**src/rtl/fetch_pc_queue.sv**
```systemverilog
// Fetch front end: selects the next fetch PC, issues word reads to a synchronous
// instruction memory and buffers the returned instructions for rename.
module fetch_pc_queue #(
    parameter int             WIDTH    = 31,
    parameter int             DEPTH    = 4,
    parameter logic [WIDTH:0] RESET_PC = '0
) (
    input  logic           clk,
    input  logic           resetN,
    input  logic           commitRedirect,
    input  logic [WIDTH:0] commitTarget,
    input  logic           renameMisdirect,
    input  logic [WIDTH:0] renameTarget,
    input  logic           predTaken,
    input  logic [WIDTH:0] predTarget,
    output logic [WIDTH:0] fetchPC,
    output logic           fetchValid,
    input  logic [WIDTH:0] imemInstr,
    output logic           deqValid,
    input  logic           deqReady,
    output logic [WIDTH:0] deqInstr,
    output logic [WIDTH:0] deqPC,
    output logic [WIDTH:0] deqPredPC,
    output logic           deqPredTaken
);
    localparam int PW = $clog2(DEPTH);
    localparam int CW = PW + 1;
    localparam logic [CW:0]    DEPTH_C = (CW+1)'(DEPTH);
    localparam logic [WIDTH:0] PC_ONE  = (WIDTH+1)'(1);
    localparam logic [PW-1:0]  PTR_ONE = PW'(1);
    localparam logic [CW-1:0]  CNT_ONE = CW'(1);

    typedef struct packed {
        logic [WIDTH:0] instr;
        logic [WIDTH:0] pc;
        logic [WIDTH:0] pred_pc;
        logic           pred_taken;
    } entry_t;

    entry_t         mem [DEPTH];
    logic [WIDTH:0] fetch_pc;
    logic           resp_valid;
    logic [WIDTH:0] resp_pc;
    logic [WIDTH:0] resp_pred_pc;
    logic           resp_pred_taken;
    logic [CW-1:0]  count;
    logic [PW-1:0]  wr_ptr;
    logic [PW-1:0]  rd_ptr;

    logic [CW:0]    occ;
    logic           issue;
    logic           flush;
    logic           enq;
    logic           deq;
    logic [WIDTH:0] pred_next;
    logic [WIDTH:0] pc_next;

    // The in-flight read counts as occupied so its response always has a slot.
    always_comb begin
        occ       = {1'b0, count} + {{CW{1'b0}}, resp_valid};
        issue     = resetN && (occ < DEPTH_C);
        flush     = commitRedirect | renameMisdirect;
        enq       = resp_valid & ~flush;
        deq       = deqValid & deqReady;
        pred_next = predTaken ? predTarget : fetch_pc + PC_ONE;
        pc_next   = pred_next;
        if (commitRedirect)       pc_next = commitTarget;
        else if (renameMisdirect) pc_next = renameTarget;
        else if (!issue)          pc_next = fetch_pc;
    end

    always_ff @(posedge clk or negedge resetN) begin
        if (!resetN) begin
            fetch_pc        <= RESET_PC;
            resp_valid      <= 1'b0;
            resp_pc         <= '0;
            resp_pred_pc    <= '0;
            resp_pred_taken <= 1'b0;
            count           <= '0;
            wr_ptr          <= '0;
            rd_ptr          <= '0;
            for (int i = 0; i < DEPTH; i++) mem[i] <= '0;
        end else begin
            fetch_pc   <= pc_next;
            resp_valid <= issue & ~flush;
            if (issue) begin
                resp_pc         <= fetch_pc;
                resp_pred_pc    <= pred_next;
                resp_pred_taken <= predTaken;
            end
            if (flush) begin
                count  <= '0;
                wr_ptr <= '0;
                rd_ptr <= '0;
            end else begin
                if (enq) begin
                    mem[wr_ptr] <= '{instr: imemInstr, pc: resp_pc,
                                     pred_pc: resp_pred_pc, pred_taken: resp_pred_taken};
                    wr_ptr <= wr_ptr + PTR_ONE;
                end
                if (deq) rd_ptr <= rd_ptr + PTR_ONE;
                case ({enq, deq})
                    2'b10:   count <= count + CNT_ONE;
                    2'b01:   count <= count - CNT_ONE;
                    default: count <= count;
                endcase
            end
        end
    end

    assign fetchPC      = fetch_pc;
    assign fetchValid   = issue;
    assign deqValid     = (count != '0);
    assign deqInstr     = mem[rd_ptr].instr;
    assign deqPC        = mem[rd_ptr].pc;
    assign deqPredPC    = mem[rd_ptr].pred_pc;
    assign deqPredTaken = mem[rd_ptr].pred_taken;
endmodule

```
**config.mk**
```make
export PLATFORM = sky130hd
export DESIGN_NAME = fetch_pc_queue
export DESIGN_NICKNAME = d
export VERILOG_FILES = /design/src/rtl/fetch_pc_queue.sv
export SDC_FILE = /design/constraint.sdc
export NUM_CORES = 1
export LEC_CHECK = 0
export ABC_CLOCK_PERIOD_IN_PS = 2770
export CORE_ASPECT_RATIO = 1.75
export CORE_MARGIN = 10
export CORE_UTILIZATION = 30
export CTS_CLUSTER_DIAMETER = 200
export DETAILED_ROUTE_END_ITERATION = 8
export GPL_ROUTABILITY_DRIVEN = 0
export GPL_TIMING_DRIVEN = 0
export PLACE_DENSITY = 0.51
export SKIP_CTS_REPAIR_TIMING = 1
export SLEW_MARGIN = 25
export SYNTH_ARGS = -nofsm -noshare
export SYNTH_HDL_FRONTEND = slang
export SYNTH_SLANG_ARGS = --single-unit
```
**constraint.sdc**
```tcl
create_clock -name clk -period 2.77 [get_ports clk]
set_input_delay 0.554 -clock clk [delete_from_list [all_inputs] [get_ports clk]]
set_output_delay 0.554 -clock clk [all_outputs]
set_load 0.005 [all_outputs]
```
==> out/metrics.cfg, run 1 <==
[global_route]
grt_util_all_layers_pct = 17.6
grt_max_degree = 97
grt_antenna_before_repair = 6
grt_pass1_wl_mm = 112
grt_pass1_vias = 16100
grt_remaining_overflow = 0

[final_layout]
finalNetCount = 2127
area_delta_synth_final_pct = 29.5
final_cells = 2964
fin_util_pct = 39.1
drive_gt1_share_pct = 39.4

[route]
drtIter0Drc = 1176
vias = 15400
antenna_left = 0
route.detailed.drc = 0
routedWlPerCell_microns = 27.0
dr.pass1.iters = 5
viasPerCell = 5.20
drt-total-wl_mm = 80.0

[worst_setup_path]
critPathCaptureType = primary output
crit_type = flip-flop to primary output
start_kind = flip-flop
worstPathMaxFanout = 10
max_stage_delay_ns = 0.52
slowest_stage = clkdlybuf4s50_1
arrival_ns = 2.38
crit_chain = nor2b_4 -> nand2_4 -> clkinvlp_4 -> buf_12 -> buf_8 -> clkdlybuf4s50_1
required_ns = 2.22

[power]
ir_worst_vdd_v = 0.000460
power.density_mw_per_mm2 = 635
p_leak_nw = 13.4

[die]
io_pins = 265
die-area_sq_mm = 0.0862
core_area_sq_mm = 0.0740
num_rows = 132
start_util_pct = 30.2
die_x_microns = 226
die_y_microns = 381

[sta]
rsz0062_at_grt = yes
fmax_ghz = 0.341
setup_viol = 31
setup_ws_ns = -0.162
final-max-slew-violation-count = 0
hold_violations = 0
holdWs_ns = 0.0293
final.setup_skew_ns = 0.0270
worst_slew_pin_slew_ns = 1.21
min_period_ns = 2.93
slew_headroom_pct = 19.0
finalCritPeriodShare_pct = 106

[clock_tree]
cts_tree = done
cts-root-buf = clkbuf_16
cts.reportedPaths.clkPinSlew_ns = 0.06
clock_sinks = 493
cts_buffers = 50
cts.htree.levels = 2
worstSkewPairLatency_ns = 0.64
cts_buffer_depth = 3

[logic_synthesis]
ys_ff_latch = 493
syn_area_sq_mm = 0.0223
syn-instance-count = 1609
synth_edf_count = 0
yosys-top-cells-area = dfrtp_1 (55%), mux2_2 (20%), mux4_2 (9.8%)
synth.top_cell.area_share_pct = 55.3
syn_area_per_cell_sq_um = 13.9
yosysSeqAreaShare_pct = 55.3
synth_area_leader_cell = dfrtp_1
ys.warnings.count = 0
synth.distinct_cells = 60
async_flop_share_pct = 100
syn_nets = 1749
synth_flop_cell = dfrtp_1

[outcome]
violations = setup timing
outcome = finished, violations left

[hold_path]
hold_class = input pin to async pin

[place]
portBuffers = 263
dp.cells = 2816
pre_cts_slack_ns = -2.68
dpl.hpwl_mm = 57.4

[job]
maxCapViolations = 0

==> kinds of logic after synthesis <==
group / after synthesis / synth area share (%)
AND/OR/NAND/NOR: 285 / 5.69
buffers and inverters: 129 / 2.39
adder cells (fa/ha/maj): 6 / 0.370
flip-flops: 493 / 55.3
AO/OA/AOI/OAI: 158 / 4.68
multiplexers: 510 / 30.5
XOR/XNOR: 28 / 1.10
==> placed cells by master, fill, tap and decap left out, types with 10 or more instances in the layout <==
cell,count
nand4_1,13
o21ai_0,38
buf_12,13
o221ai_1,10
clkbuf_8,10
dlymetal6s2s_1,29
xnor2_1,11
buf_2,38
dfrtp_1,486
a21oi_1,29
clkbuf_1,51
clkdlybuf4s50_1,165
inv_1,12
buf_4,34
mux2i_1,17
clkbuf_2,62
nor2_1,46
clkbuf_16,64
nand3_1,16
mux4_2,97
nand2_1,156
a22oi_1,12
o31ai_1,10
o22ai_1,13
buf_16,10
xor2_1,17
mux2_2,396
buf_6,17
==> worst paths after layout <==
check                            from    endpoint  slack [ns]  cells after the start
min in group clk              mem[65]     mem[65]        0.50                      1
max in group asynchronous      resetN    mem[145]        1.41                      3
max                          count[2]  fetchValid       -0.16                      6
min reg2reg                   mem[65]     mem[65]        0.50                      1
min                            resetN    mem[120]        0.03                      4
max reg2reg                resp_valid    mem[185]        0.11                      5
==> final cells by class <==
class                      count  area, sq um
antenna                        1         2.50
buffer                       108          717
clock buffer                  70         1430
clock inverter                20          243
fill                        6988        45100
inverter                      14         56.3
multi-input combinational    987         9520
sequential                   493        12300
tap                          938         1170
timing repair buffer         333         3440
==> cell usage after synthesis, types with 3 or more instances <==
| cell type | instances |
|---|---|
| dfrtp_1 | 493 |
| mux2_2 | 396 |
| nand2_1 | 157 |
| mux4_2 | 97 |
| clkbuf_1 | 62 |
| nor2_1 | 47 |
| o21ai_0 | 38 |
| buf_2 | 37 |
| a21oi_1 | 29 |
| mux2i_1 | 17 |
| nand3_1 | 17 |
| xor2_1 | 17 |
| buf_1 | 15 |
| nand4_1 | 13 |
| o22ai_1 | 13 |
| a22oi_1 | 12 |
| inv_1 | 12 |
| and3_1 | 11 |
| o31ai_1 | 11 |
| xnor2_1 | 11 |
| o221ai_1 | 10 |
| nor3_1 | 9 |
| a211oi_1 | 6 |
| or3_1 | 6 |
| a31oi_1 | 5 |
| ha_1 | 5 |
| nor2b_1 | 5 |
| o211ai_1 | 5 |
| nor4_1 | 4 |
| o31a_1 | 4 |
| nand2b_1 | 3 |
| or4_1 | 3 |
==> metrics by stage <==
stage / setup TNS (ns) / total power (W) / instance area (sq um)
floorplan: 0 / 0.00961 / 22300
global placement: - / 0.0116 / 26100
detailed placement: -540.26 / 0.0117 / 26300
CTS: -284.47 / 0.0188 / 28000
global route: -3.75 / 0.0191 / 28900
finish: -1.46 / 0.0184 / 28900
==> critical path, delay by kind of cell (launching register included) <==
family	cells	cell delay, ns
and+or+nand+nor	2	0.30
DFF	1	0.45
buffers and inverters	4	0.99
==> metal layers <==
| metal | vias up | wire (microns) | GRT usage (%) | share of wire (%) |
|---|---|---|---|---|
| met5 | - | 29 | 0 | 0.036 |
| met4 | 4 | 2940 | 5.81 | 3.7 |
| met3 | 125 | 5100 | 3.79 | 6.4 |
| met2 | 582 | 39000 | 29.5 | 49 |
| met1 | 8042 | 33000 | 22.1 | 41 |
| li1 | 6650 | - | - | - |
==> state kept, by name, indices dropped and copies added, names as in the netlist <==
signal,flops
fetchPC,32
count,3
resp_pred_pc,32
mem,388
resp_pred_taken,1
rd_ptr,2
resp_valid,1
wr_ptr,2
resp_pc,32
==> report_power, final <==
| group | internal, W | switching [W] |
|---|---|---|
| Clock | 0.00390 | 0.00310 |
| Combinational | 0.00163 | 0.00135 |
| Sequential | 0.00781 | 0.000551 |
| Total | 0.0133 | 0.00500 |
No activity file was read; power rests on OpenSTA's default activity.
==> run 2, diff against run 1 <==
CORE_ASPECT_RATIO = not set   (was 1.75)
CTS_CLUSTER_DIAMETER = 120   (was 200)
==> run 2 against run 1 <==
Against the previous run: the run still ends with setup timing left; sequential share of layout area fell by 0.31 points; count of clock-buffer cells in the layout rose by 6; wire length decreased by 2.5%; via count shrank 0.49%; cell area grew 0.70%; first-iteration DRC count up 3.6%; final cell count rose by 0.37%; sequential power is essentially flat; die area down 0.50%; highest routed layer unchanged.
==> out/metrics.cfg, run 2 (same netlist as run 1, synthesis figures left out) <==
[place]
portBuffers = 263  ; unchanged
dpl.hpwl_mm = 55.9  ; -2.6%
pre_cts_slack_ns = -1.55  ; +1.14 ns

[sta]
setup_tns_ns = -2.95  ; -1.49 ns
setup_ws_ns = -0.184  ; -0.0215 ns
rsz0062_at_grt = yes
hold_violations = 0  ; unchanged
fmax_ghz = 0.339  ; -0.73%
finalCritPeriodShare_pct = 107  ; +0.78 points
setup_viol = 31  ; unchanged
worst_slew_pin_slew_ns = 1.08  ; -0.135 ns
final.setup_skew_ns = 0.0385  ; +0.0115 ns
min_period_ns = 2.95  ; +0.0215 ns
slew_headroom_pct = 28.1  ; +9.0 points
final-max-slew-violation-count = 0  ; unchanged

[global_route]
grt_max_degree = 97  ; unchanged
grt_pass1_vias = 16100  ; +0.25%
grt_pass1_wl_mm = 113  ; +0.49%
grt_antenna_before_repair = 2  ; -4
grt_remaining_overflow = 0  ; unchanged
grt_util_all_layers_pct = 17.6  ; about the same

[clock_tree]
cts-root-buf = clkbuf_16
cts.htree.levels = 2  ; unchanged
cts_buffers = 56  ; +12%
cts_tree = done
worstSkewPairLatency_ns = 0.64  ; about the same
cts_buffer_depth = 3  ; unchanged
cts.reportedPaths.clkPinSlew_ns = 0.07  ; about the same
clock_sinks = 493  ; unchanged

[die]
die_x_microns = 293  ; +29%
start_util_pct = 30.4  ; +0.27 points
core_area_sq_mm = 0.0733  ; -0.89%
io_pins = 265  ; unchanged
die_y_microns = 293  ; -23%
die-area_sq_mm = 0.0857  ; -0.50%
num_rows = 99  ; -25%

[route]
routedWlPerCell_microns = 26.2  ; -2.9%
dr.pass1.iters = 5  ; unchanged
wl_met3_mm = 6.34  ; +24%
viasPerCell = 5.15  ; -0.86%
top_layer_used = met5
drt-total-wl_mm = 78.0  ; -2.5%
antenna_left = 0  ; unchanged
route.detailed.drc = 0  ; unchanged
drtIter0Drc = 1218  ; +3.6%
vias = 15300  ; -0.49%
wl_met2_mm = 35.4  ; -9.2%
wl_met1_mm = 34.0  ; +3.1%

[job]
maxCapViolations = 0  ; unchanged

[worst_setup_path]
crit_type = flip-flop to primary output
critPathCaptureType = primary output
worstPathMaxFanout = 9  ; -1
arrival_ns = 2.40  ; +0.02 ns
regToRegSetupSlack_ns = 0.01  ; -0.10 ns
required_ns = 2.22  ; about the same
start_kind = flip-flop

[final_layout]
fillCellCount = 6941  ; -0.67%
top_register = mem
largest_reg_flops = 388  ; unchanged
regArea_sq_mm = 0.0123  ; about the same
area_delta_synth_final_pct = 30.4
fin_util_pct = 39.7  ; +0.63 points
layout_common_cells = dfrtp_1 (488), mux2_2 (396), clkdlybuf4s50_1 (185)
drive_gt1_share_pct = 36.6  ; -2.8 points
layout_commonest_cell = dfrtp_1
finalNetCount = 2113  ; -0.66%
multi_input_area_sq_mm = 0.00951  ; about the same

[power]
p_leak_nw = 13.6  ; +2.1%
ir_worst_vdd_v = 0.000420  ; -8.7%
power.density_mw_per_mm2 = 661  ; +4.1%

[outcome]
outcome = finished, violations left
violations = setup timing

[hold_path]
hold_class = input pin to async pin

[run 2: cell types whose count changed in the layout (fill, tap and decap cells not counted), moves of 3 or more]
cell	change
buf_16	-4
buf_2	-3
buf_4	-9
buf_6	-6
bufinv_16	+3
clkbuf_2	-40
clkdlybuf4s50_1	+20
clkinvlp_4	+3
dlymetal6s2s_1	+29
[run 2: stage by stage]
stage	cell area, sq um	hold slack [ns]	std cells	total power (W)
after global routing	29100	0.0667	2974	0.0201
after floorplan	22300	0.258	1609	0.00961
final	29100	0.0471	2975	0.0192
after CTS	28300	-0.250	2938	0.0196
after global placement	26200	0.483	2831	0.0117
after detailed placement	26300	0.410	2838	0.0117
[run 2: cell type report]
cell class	instances	area share, %
antenna	1	0.00859
inverter	14	0.193
multi-input combinational	987	32.7
tap	959	4.12
clock buffer	76	5.52
buffer	108	2.29
clock inverter	24	1.12
timing repair buffer	313	11.7
sequential	493	42.4
[run 2: worst paths after layout]
check / cells past startpoint / endpoint / start
worst max-delay path: 5 / deqInstr[30] / rd_ptr[0]
worst min-delay path: 3 / rd_ptr[1] / resetN
worst max register to register: 5 / fetchPC[21] / fetchPC[4]
worst min register to register: 1 / mem[141] / mem[141]
max in group asynchronous: 2 / mem[268] / resetN
min in group clk: 1 / mem[141] / mem[141]
[run 2: power breakdown]
part	total [W]	switching, W	leakage (nW)	internal [W]
Combinational	0.00310	0.00136	6.18	0.00174
Sequential	0.00837	0.000555	6.53	0.00782
Clock	0.00777	0.00315	0.938	0.00462
[run 2: worst max-delay path: stages (launching register included)]
cell and delay [ns]:
dfrtp_2 0.39, buf_6 0.14, buf_12 0.14, buf_12 0.15
mux4_2 0.50, clkdlybuf4s50_1 0.47
[run 2: layer usage]
layer	global-route usage, %	vias to the layer above
met2	27.4	561
met3	4.93	124
met4	5.39	2
li1	-	6626
met1	23.5	8014
met5	0	-
